--- src/rtl/fetch_pkg.sv ---
// Shared fetch-stage definitions: FSM encoding, reset vector, opcodes.
// Optional macro: FETCH_QUEUE_FLUSH_CNT_EN (flush statistics in fetch_queue).
package fetch_pkg;

  localparam int ST_RESET    = 0;
  localparam int ST_VEC_LO   = 1;
  localparam int ST_VEC_HI   = 2;
  localparam int ST_VEC_WAIT = 3;
  localparam int ST_STREAM   = 4;
  localparam int NSTATE      = 5;

  typedef enum logic [NSTATE-1:0] {
    S_RESET    = 5'b00001,
    S_VEC_LO   = 5'b00010,
    S_VEC_HI   = 5'b00100,
    S_VEC_WAIT = 5'b01000,
    S_STREAM   = 5'b10000
  } fetch_state_e;

  localparam logic [15:0] RESET_VEC_DEF = 16'hFFFC;

  localparam logic [7:0] OP_NOP = 8'hEA;
  localparam logic [7:0] OP_JMP = 8'h4C;

  typedef struct packed {
    logic [15:0] pc;
    logic [7:0]  data;
  } fq_entry_t;

  function automatic logic [15:0] sat_add16(
    input logic [15:0] a,
    input logic [15:0] b
  );
    logic [16:0] s;
    s = {1'b0, a} + {1'b0, b};
    return s[16] ? 16'hFFFF : s[15:0];
  endfunction

endpackage

--- src/rtl/fetch_fifo.sv ---
// DEPTH x {pc,data} synchronous FIFO with push, pop, clear and count.
// Clear has priority over push/pop; pop on empty is ignored.
module fetch_fifo
  import fetch_pkg::*;
#(
  parameter int DEPTH = 4
) (
  input  logic                   clk,
  input  logic                   resetn,
  input  logic                   push_i,
  input  logic                   pop_i,
  input  logic                   clear_i,
  input  fq_entry_t              wdata_i,
  output fq_entry_t              head_o,
  output logic [$clog2(DEPTH):0] count_o,
  output logic                   empty_o
);

  localparam int AW = $clog2(DEPTH);
  localparam int CW = AW + 1;

  fq_entry_t       mem_q [DEPTH];
  logic [AW-1:0]   wr_q;
  logic [AW-1:0]   rd_q;
  logic [CW-1:0]   cnt_q;
  logic            full;
  logic            do_pop;

  assign empty_o = (cnt_q == '0);
  assign full    = (cnt_q == CW'(DEPTH));
  assign do_pop  = pop_i & ~empty_o;
  assign head_o  = mem_q[rd_q];
  assign count_o = cnt_q;

  // Storage and pointer update; clear empties without touching entries.
  always_ff @(posedge clk) begin
    if (!resetn) begin
      wr_q  <= '0;
      rd_q  <= '0;
      cnt_q <= '0;
      for (int i = 0; i < DEPTH; i++) mem_q[i] <= '0;
    end else if (clear_i) begin
      wr_q  <= '0;
      rd_q  <= '0;
      cnt_q <= '0;
    end else begin
      assert (!(push_i && full && !do_pop));
      if (push_i) begin
        mem_q[wr_q] <= wdata_i;
        wr_q        <= wr_q + 1'b1;
      end
      if (do_pop) rd_q <= rd_q + 1'b1;
      cnt_q <= cnt_q + CW'(push_i) - CW'(do_pop);
    end
  end

endmodule

--- src/rtl/fetch_queue.sv ---
// Instruction prefetch: loads the reset vector, then streams bytes into a FIFO.
// Optional macro: FETCH_QUEUE_FLUSH_CNT_EN adds flush_cnt/flush_bytes outputs.
module fetch_queue
  import fetch_pkg::*;
#(
  parameter int          DEPTH     = 4,
  parameter logic [15:0] RESET_VEC = RESET_VEC_DEF
) (
  input  logic        clk,
  input  logic        resetn,
  output logic [15:0] mem_addr,
  output logic        mem_rd_en,
  input  logic [7:0]  mem_rd_data,
  input  logic        redirect,
  input  logic [15:0] redirect_addr,
  output logic        byte_valid,
  output logic [7:0]  byte_data,
  output logic [15:0] byte_pc,
  input  logic        byte_pop,
  output logic        vec_done
`ifdef FETCH_QUEUE_FLUSH_CNT_EN
  ,
  output logic [15:0] flush_cnt,
  output logic [15:0] flush_bytes
`endif
);

  localparam int CW = $clog2(DEPTH) + 1;

  fetch_state_e  state_q, state_d;
  logic [15:0]   fptr_q, fptr_d;
  logic [15:0]   addr_q, addr_d;
  logic          rd_en_q, rd_en_d;
  logic          ret_q, ret_d;
  logic [15:0]   ret_pc_q;
  logic          vec_q, vec_d;

  logic          push, pop, clear, flush;
  logic [CW-1:0] count, count_nx;
  logic [CW:0]   need;
  logic          empty;
  fq_entry_t     head, wdata;

  assign pop   = byte_pop & ~empty;
  assign wdata = '{pc: ret_pc_q, data: mem_rd_data};

  // Next state, read issue and FIFO control.
  always_comb begin
    state_d  = state_q;
    fptr_d   = fptr_q;
    addr_d   = addr_q;
    rd_en_d  = 1'b0;
    ret_d    = 1'b0;
    vec_d    = vec_q;
    push     = 1'b0;
    clear    = 1'b0;
    flush    = 1'b0;
    count_nx = count;
    need     = '0;
    unique case (1'b1)
      state_q[ST_RESET]: begin
        state_d = S_VEC_LO;
        rd_en_d = 1'b1;
        addr_d  = RESET_VEC;
      end
      state_q[ST_VEC_LO]: begin
        state_d = S_VEC_HI;
        rd_en_d = 1'b1;
        addr_d  = RESET_VEC + 16'd1;
      end
      state_q[ST_VEC_HI]: begin
        state_d     = S_VEC_WAIT;
        fptr_d[7:0] = mem_rd_data;
      end
      state_q[ST_VEC_WAIT]: begin
        state_d      = S_STREAM;
        fptr_d[15:8] = mem_rd_data;
        vec_d        = 1'b1;
      end
      state_q[ST_STREAM]: begin
        flush    = redirect;
        clear    = redirect;
        push     = ret_q & ~redirect;
        ret_d    = rd_en_q & ~redirect;
        count_nx = redirect ? '0
                 : count + CW'(push) - CW'(pop);
        need     = {1'b0, count_nx} + (CW+1)'(ret_d);
        if (redirect) begin
          rd_en_d = 1'b1;
          addr_d  = redirect_addr;
          fptr_d  = redirect_addr + 16'd1;
        end else if (need < (CW+1)'(DEPTH)) begin
          rd_en_d = 1'b1;
          addr_d  = fptr_q;
          fptr_d  = fptr_q + 16'd1;
        end
      end
      default: state_d = S_RESET;
    endcase
  end

  // State, fetch pointer and registered memory interface.
  always_ff @(posedge clk) begin
    if (!resetn) begin
      state_q  <= S_RESET;
      fptr_q   <= '0;
      addr_q   <= '0;
      rd_en_q  <= 1'b0;
      ret_q    <= 1'b0;
      ret_pc_q <= '0;
      vec_q    <= 1'b0;
    end else begin
      state_q  <= state_d;
      fptr_q   <= fptr_d;
      addr_q   <= addr_d;
      rd_en_q  <= rd_en_d;
      ret_q    <= ret_d;
      ret_pc_q <= addr_q;
      vec_q    <= vec_d;
    end
  end

  fetch_fifo #(
    .DEPTH (DEPTH)
  ) u_fifo (
    .clk     (clk),
    .resetn  (resetn),
    .push_i  (push),
    .pop_i   (pop),
    .clear_i (clear),
    .wdata_i (wdata),
    .head_o  (head),
    .count_o (count),
    .empty_o (empty)
  );

  assign mem_addr   = addr_q;
  assign mem_rd_en  = rd_en_q;
  assign vec_done   = vec_q;
  assign byte_valid = ~empty;
  assign byte_data  = head.data;
  assign byte_pc    = head.pc;

`ifdef FETCH_QUEUE_FLUSH_CNT_EN
  logic [15:0] fcnt_q;
  logic [15:0] fbytes_q;

  // Saturating redirect and discarded-byte statistics.
  always_ff @(posedge clk) begin
    if (!resetn) begin
      fcnt_q   <= '0;
      fbytes_q <= '0;
    end else if (flush) begin
      fcnt_q   <= sat_add16(fcnt_q, 16'd1);
      fbytes_q <= sat_add16(fbytes_q, 16'(count));
    end
  end

  assign flush_cnt   = fcnt_q;
  assign flush_bytes = fbytes_q;
`endif

endmodule
--- config.mk ---
export PLATFORM = sky130hd
export DESIGN_NAME = fetch_queue
export DESIGN_NICKNAME = d
export VERILOG_FILES = /design/src/rtl/fetch_pkg.sv /design/src/rtl/fetch_fifo.sv /design/src/rtl/fetch_queue.sv
export SDC_FILE = /design/constraint.sdc
export NUM_CORES = 1
export LEC_CHECK = 0
export CAP_MARGIN = 10
export CORE_ASPECT_RATIO = 0.9
export CORE_MARGIN = 3
export CORE_UTILIZATION = 43
export DETAILED_ROUTE_END_ITERATION = 8
export GPL_ROUTABILITY_DRIVEN = 0
export PLACE_DENSITY_LB_ADDON = 0.12
export SLEW_MARGIN = 20
export SYNTH_ARGS = -nofsm -noshare
export SYNTH_HDL_FRONTEND = slang
export SYNTH_HIERARCHICAL = 1
export SYNTH_SLANG_ARGS = --single-unit
--- constraint.sdc ---
create_clock -name clk -period 9 [get_ports clk]
set_clock_uncertainty 0.15 [all_clocks]
set_input_delay 1.35 -clock clk [delete_from_list [all_inputs] [get_ports clk]]
set_output_delay 1.35 -clock clk [all_outputs]
set_load 0.01 [all_outputs]
; After elaboration in Yosys (flattened, before gate mapping)
; Memory sizes are Yosys's and may differ from the RTL's. A register that Yosys moved wholly into a read port is not among the register bits.
; Cells that the tools add are included.
[word_totals]
register_bits = 63
mem_bits_rw = 96
elab_cells = 66
n_memories = 1
[classes]
n_addsub = 9
eq_ne = 1
mux = 24
bitwise = 7
n_lt_le_gt_ge = 1
reduce_logical = 12
[memory_table]
columns = name, depth, word_bits, rd, rd_clocked_by_memory_dff, wr, line
row1 = u_fifo.mem_q, 4, 24, 1, 1, 4, fetch_fifo.sv:22  ; fq_entry_t mem_q [DEPTH];
[ops]
columns = operator, n
row1 = $mux 16, 4
row2 = $pmux 16 s3, 1
row3 = $add 16x1->16 const B, 2
row4 = $pmux 8 s2, 2
row5 = $mux 24, 1
row6 = $reduce_or 24->1, 1
row7 = $pmux 5 s4, 1
row8 = $mux 1, 10
row9 = $reduce_and 2->1, 4
row10 = $add 3x1->3, 2
row11 = $mux 2, 3
row12 = $reduce_or 2->1, 3
row13 = $sub 3x1->3, 2
row14 = $add 2x1->2 const B, 2
row15 = $add 3x1->4, 1
row16 = $and 1x1->1, 4
row17 = $lt 4x3->1 const B, 1
row18 = $reduce_bool 2->1, 2
row19 = $logic_not 3->1, 1
row20 = $mux 3, 1
row21 = $ne 3x2->1 const B, 1
row22 = $not 1->1, 3
row23 = $reduce_bool 3->1, 1
row24 = $pmux 1 s2, 1

; Depth between registers and ports, before layout
[depth]
ltp_word = 10
mapped_depth = 15
depth_no_buf = 11

; Cells and area by module
; The synthesis kept the hierarchy.
[by_module_without_submodules]
columns = mod, instances, seq_area_each_um2, cells_each, area_per_inst_um2
row1 = fetch_fifo, 1, 3062.9, 309, 4948.5
row2 = fetch_queue, 1, 1121.1, 306, 2718.9

; Worst setup path after synthesis
; No wires, ideal clock.
[synth_timing]
kind = in2reg
startpoint = in redirect
endpoint = mem u_fifo/mem_q[3][0] (netlist bit), enable pin
path_slack_ps = 3907
setup_ps = 442
arrival_ps = 4501
path_stages = 8
required_time_ps = 8408
cell_sequence = buf_4 -> buf_4 -> buf_2 -> buf_2 -> nand2b_1 -> nor2_1 -> nand2_1 -> o31ai_1
[synth_lines]
columns = item, line
row1 = from (decl), fetch_queue.sv:14  ; input logic redirect,
row2 = to (decl), fetch_fifo.sv:22

; Final worst setup path
[layout_timing]
startpoint = in redirect
endpoint = reg fptr_q[5]
[layout_via]
elab_chain_len = 9
elab_cells_between_ends = 12
classes_between = add/sub (3) / order compare (1) / eq/ne (1) / mux (3) / bitwise (3) / reduce/logical (1)
[layout_rtl]
columns = item, line
row1 = $not 1->1, "fetch_queue.sv:83, fetch_queue.sv:84"
row2 = $and 1x1->1, fetch_queue.sv:83  ; push = ret_q & ~redirect;
row3 = $add 3x1->3, fetch_queue.sv:86  ; : count + CW'(push) - CW'(pop);
row4 = $sub 3x1->3, fetch_queue.sv:86
row5 = $mux 3, fetch_queue.sv:85  ; count_nx = redirect ? '0
row6 = $add 3x1->4, fetch_queue.sv:87  ; need = {1'b0, count_nx} + (CW+1)'(ret_d);
row7 = $lt 4x3->1, fetch_queue.sv:92  ; end else if (need < (CW+1)'(DEPTH)) begin
row8 = $ne 3x2->1 (no line), -
row9 = $reduce_and 2->1 (no line), -
row10 = to (signal assigned), fetch_queue.sv:114  ; fptr_q <= fptr_d;
row11 = to (decl), fetch_queue.sv:31  ; logic [15:0] fptr_q, fptr_d;
; Several ways; a longest one is shown, not always the timed one.
; A chain may end at the register's enable or synchronous reset.

==> impl_metrics.toml <==
[sta]
fmax_mhz = 223
setup_violations = 0
slew_violations = 0
report.final.hold_viol_count = 0
setup_tns_ps = 0
period_minus_slack_ps = 4490
hold_ws_ps = 327
rsz0062_at_grt = "false"
max_slew_margin_pct = 35.6
post-route-period-util_pct = 49.8
worst_slew_pin_slew_ps = 963

[run]
drv_cap = 0

[power_and_ir_drop]
power_switching_share_pct = 23.7
peakVddDrop_uv = 124
power.total_w = 0.00168
sequentialPowerShare_pct = 49.9
power_frac_comb_pct = 8.5
p_clk_share_pct = 41.6
p_sw_w = 0.000397
p_per_area_nw_per_um2 = 184
internal_power_w = 0.00128
p_leak_nw = 3.21

[worst_setup_path]
cp_top_family = "compound AO/OA/AOI/OAI gates"
path_common_cell = "ha_1"
max_stage_delay_ps = 490
path_max_fanout = 39
r2r_setup_slack_ps = 5030
cp_cell_sequence = "clkdlybuf4s50_1 -> buf_4 -> nand2b_1 -> ha_1 -> inv_1 -> ha_1 -> fa_1 -> nand3_1 -> a31oi_2 -> o21ai_1 -> o21ai_0 -> a21oi_1"
worstSetupPathType = "primary input to register"
critPathSlowestCell = "fa_1"
arrival_ps = 4600
required_ps = 9120
cp-end-kind = "register"
cp_num_buf_inv = 3
start_kind = "primary input"

[global_route]
grt_pass1_vias = 5124
busiest_layer = "met2"
grt_overflow = 0
grt_pass1_wl_um = 29000
grtUsageTotal_pct = 19.2
met2_usage_pct = 29.9
antenna_found_initial = 0
grt_max_degree = 51
global_route.usage.met1_pct = 27.0
grtUsageMet3_pct = 4.59

[detailed_routing]
avgRoutedWirePerCell_um = 19.7
vias = 5097
finalWirelength_um = 18200
drcViolationCount = 0
ant_nets = 0
firstDrtPassIters = 5
vias_per_cell = 5.53
drtIter0Drc = 404

[floorplan]
dieArea_um2 = 19500
core_area_um2 = 17200
io_pins = 71
die_h_um = 133
die_x_um = 147
rows = 45
initial_core_util_pct = 44.6

[clock_network]
worstSkewPairLatency_ps = 420
cts_root_buf = "clkbuf_16"
holdBufCountCts = 0
htreeDepth = 4
cts_buffer_depth = 2
cts_resized = 0
clkSlewWorstSetupHoldPaths_ps = 70
cts_made_buffers = 17
clock_sinks = 161
cts_setup_buffers = 0
cts_tree = "done"

[layout]
register_area_um2 = 4180
multi_input_area_um2 = 3100
syn_to_final_growth_pct = 18.5
antennaDiodeCount = 0
fillers = 1444
fin_nets = 709
fin_util_pct = 52.9
final_layout_size_suffix_gt1_share_pct = 19.1

[logic_synthesis]
synth_area_per_cell_um2 = 12.5
yosys_most_used_dff = "edfxtp_1"
syn_area_um2 = 7670
synth.distinct_cells = 69
synth-seq-cells = 161
yosysWarnings = 6
syn_nets = 650
synth_edf_count = 96
synthCells = 615
ys_seq_area_share_pct = 54.6
async_reset_ff_share_pct = 0

[placed_design]
numPortBuffers = 70
hpwl_um = 12100

[hold_path]
hold_path.class = "register to register"

[outcome]
run_status = "finished, final reports clean"
-- worst paths after layout --
kind | depth (start not counted) | from | to
hold reg to reg | 2 | vec_done$_SDFFE_PN0P_ | vec_done$_SDFFE_PN0P_
setup reg to reg | 6 | state_q[4]$_SDFF_PN0_ | u_fifo/mem_q[0][23]$_SDFFCE_PN0P_
hold / removal | 2 | vec_done$_SDFFE_PN0P_ | vec_done$_SDFFE_PN0P_
setup / recovery | 12 | redirect | fptr_q[5]$_SDFFE_PN0P_
-- cell usage in the layout, fill, tap and decap left out, types with 5 or more instances in the layout --
cell,netlist,final
mux4_2,20,20
nor3_1,29,29
nand3b_1,6,6
ha_1,5,5
a21oi_1,15,15
nand2_1,14,14
clkdlybuf4s50_1,0,70
a31oi_1,8,8
inv_1,39,39
buf_4,4,11
nor3_2,48,48
o21ai_1,7,7
xnor2_1,5,5
and2_1,46,46
clkbuf_16,0,18
nand3_1,15,15
o21ai_0,19,18
a311oi_1,9,9
nor2_1,36,36
edfxtp_1,96,96
clkinv_2,0,5
dfxtp_1,65,65
mux2i_1,14,14
-- layer usage --
metal,vias up,routed length (um)
met5,-,0
met4,0,279
met3,21,840
met2,173,8440
met1,2504,8620
li1,2399,-
-- flip-flops by register name, indices dropped and copies added (netlist names), 2 cells and up, named ones only --
signal          cells
mem_addr           16
u_fifo/rd_q         2
ret_pc_q           16
u_fifo/count_o      3
state_q             5
u_fifo/wr_q         2
fptr_q             16
u_fifo/mem_q       96
-- synth_stat cells, drive strengths merged (4+ instances only) --
cell | n | area [um^2]
edfxtp | 96 | 2880
nor3 | 77 | 626
dfxtp | 65 | 1300
and2 | 46 | 288
inv | 41 | 154
nor2 | 36 | 135
buf | 28 | 219
o21ai | 28 | 148
mux4 | 24 | 556
a21oi | 16 | 83.8
nand2 | 15 | 58.8
nand3 | 15 | 75.1
mux2i | 14 | 140
clkbuf | 13 | 51.3
a311oi | 9 | 78.8
a31oi | 9 | 62.6
nand3b | 8 | 85.1
mux2 | 7 | 78.8
ha | 5 | 62.6
xnor2 | 5 | 43.8
a211oi | 4 | 30.0
nand4 | 4 | 31.3
or4 | 4 | 30.0
-- power groups by stage --
stage                      logic, W  registers, W  clock network (W)
after floorplan           0.0000788      0.000844                  0
after global placement     0.000140      0.000851                  0
after detailed placement   0.000142      0.000852                  0
after CTS                  0.000143      0.000836           0.000707
after global routing       0.000155      0.000840           0.000738
final                      0.000143      0.000836           0.000697
-- layout make-up --
type | instances | share of cell area, %
Clock buffer | 20 | 5.15
Clock inverter | 12 | 1.16
Inverter | 41 | 1.69
Multi-Input combinational cell | 372 | 34.1
Sequential cell | 161 | 46.0
Tap cell | 235 | 3.24
Timing Repair Buffer | 81 | 8.62
-- per-stage QoR --
stage | std cells | area, um^2 | setup WS, ps
finish | 922 | 9090 | 4510
floorplan | 615 | 7670 | 3910
global placement | 890 | 8520 | 4240
global route | 922 | 9090 | 4280
detailed placement | 890 | 8520 | 4160
CTS | 922 | 9090 | 4600
-- worst reg2reg max path, stage by stage (launching register included) --
cell and delay [ps]:
dfxtp_1 950, inv_2 360, nor2_1 660, nand4bb_4 140, buf_4 360, o21ai_2 670
buf_4 350
-- logic make-up (layout without fill, tap and decap cells) --
logic type | after synthesis | in the layout | share of synthesized area, %
multiplexers | 45 | 45 | 10.1
buffers and inverters | 82 | 154 | 5.53
AND/OR/NAND/NOR | 224 | 224 | 19.4
XOR/XNOR | 8 | 8 | 1.29
adder cells (fa/ha/maj) | 7 | 7 | 1.34
AO/OA/AOI/OAI | 88 | 88 | 7.80
flip-flops | 161 | 161 | 54.6
(Power assumes the default switching activity.)
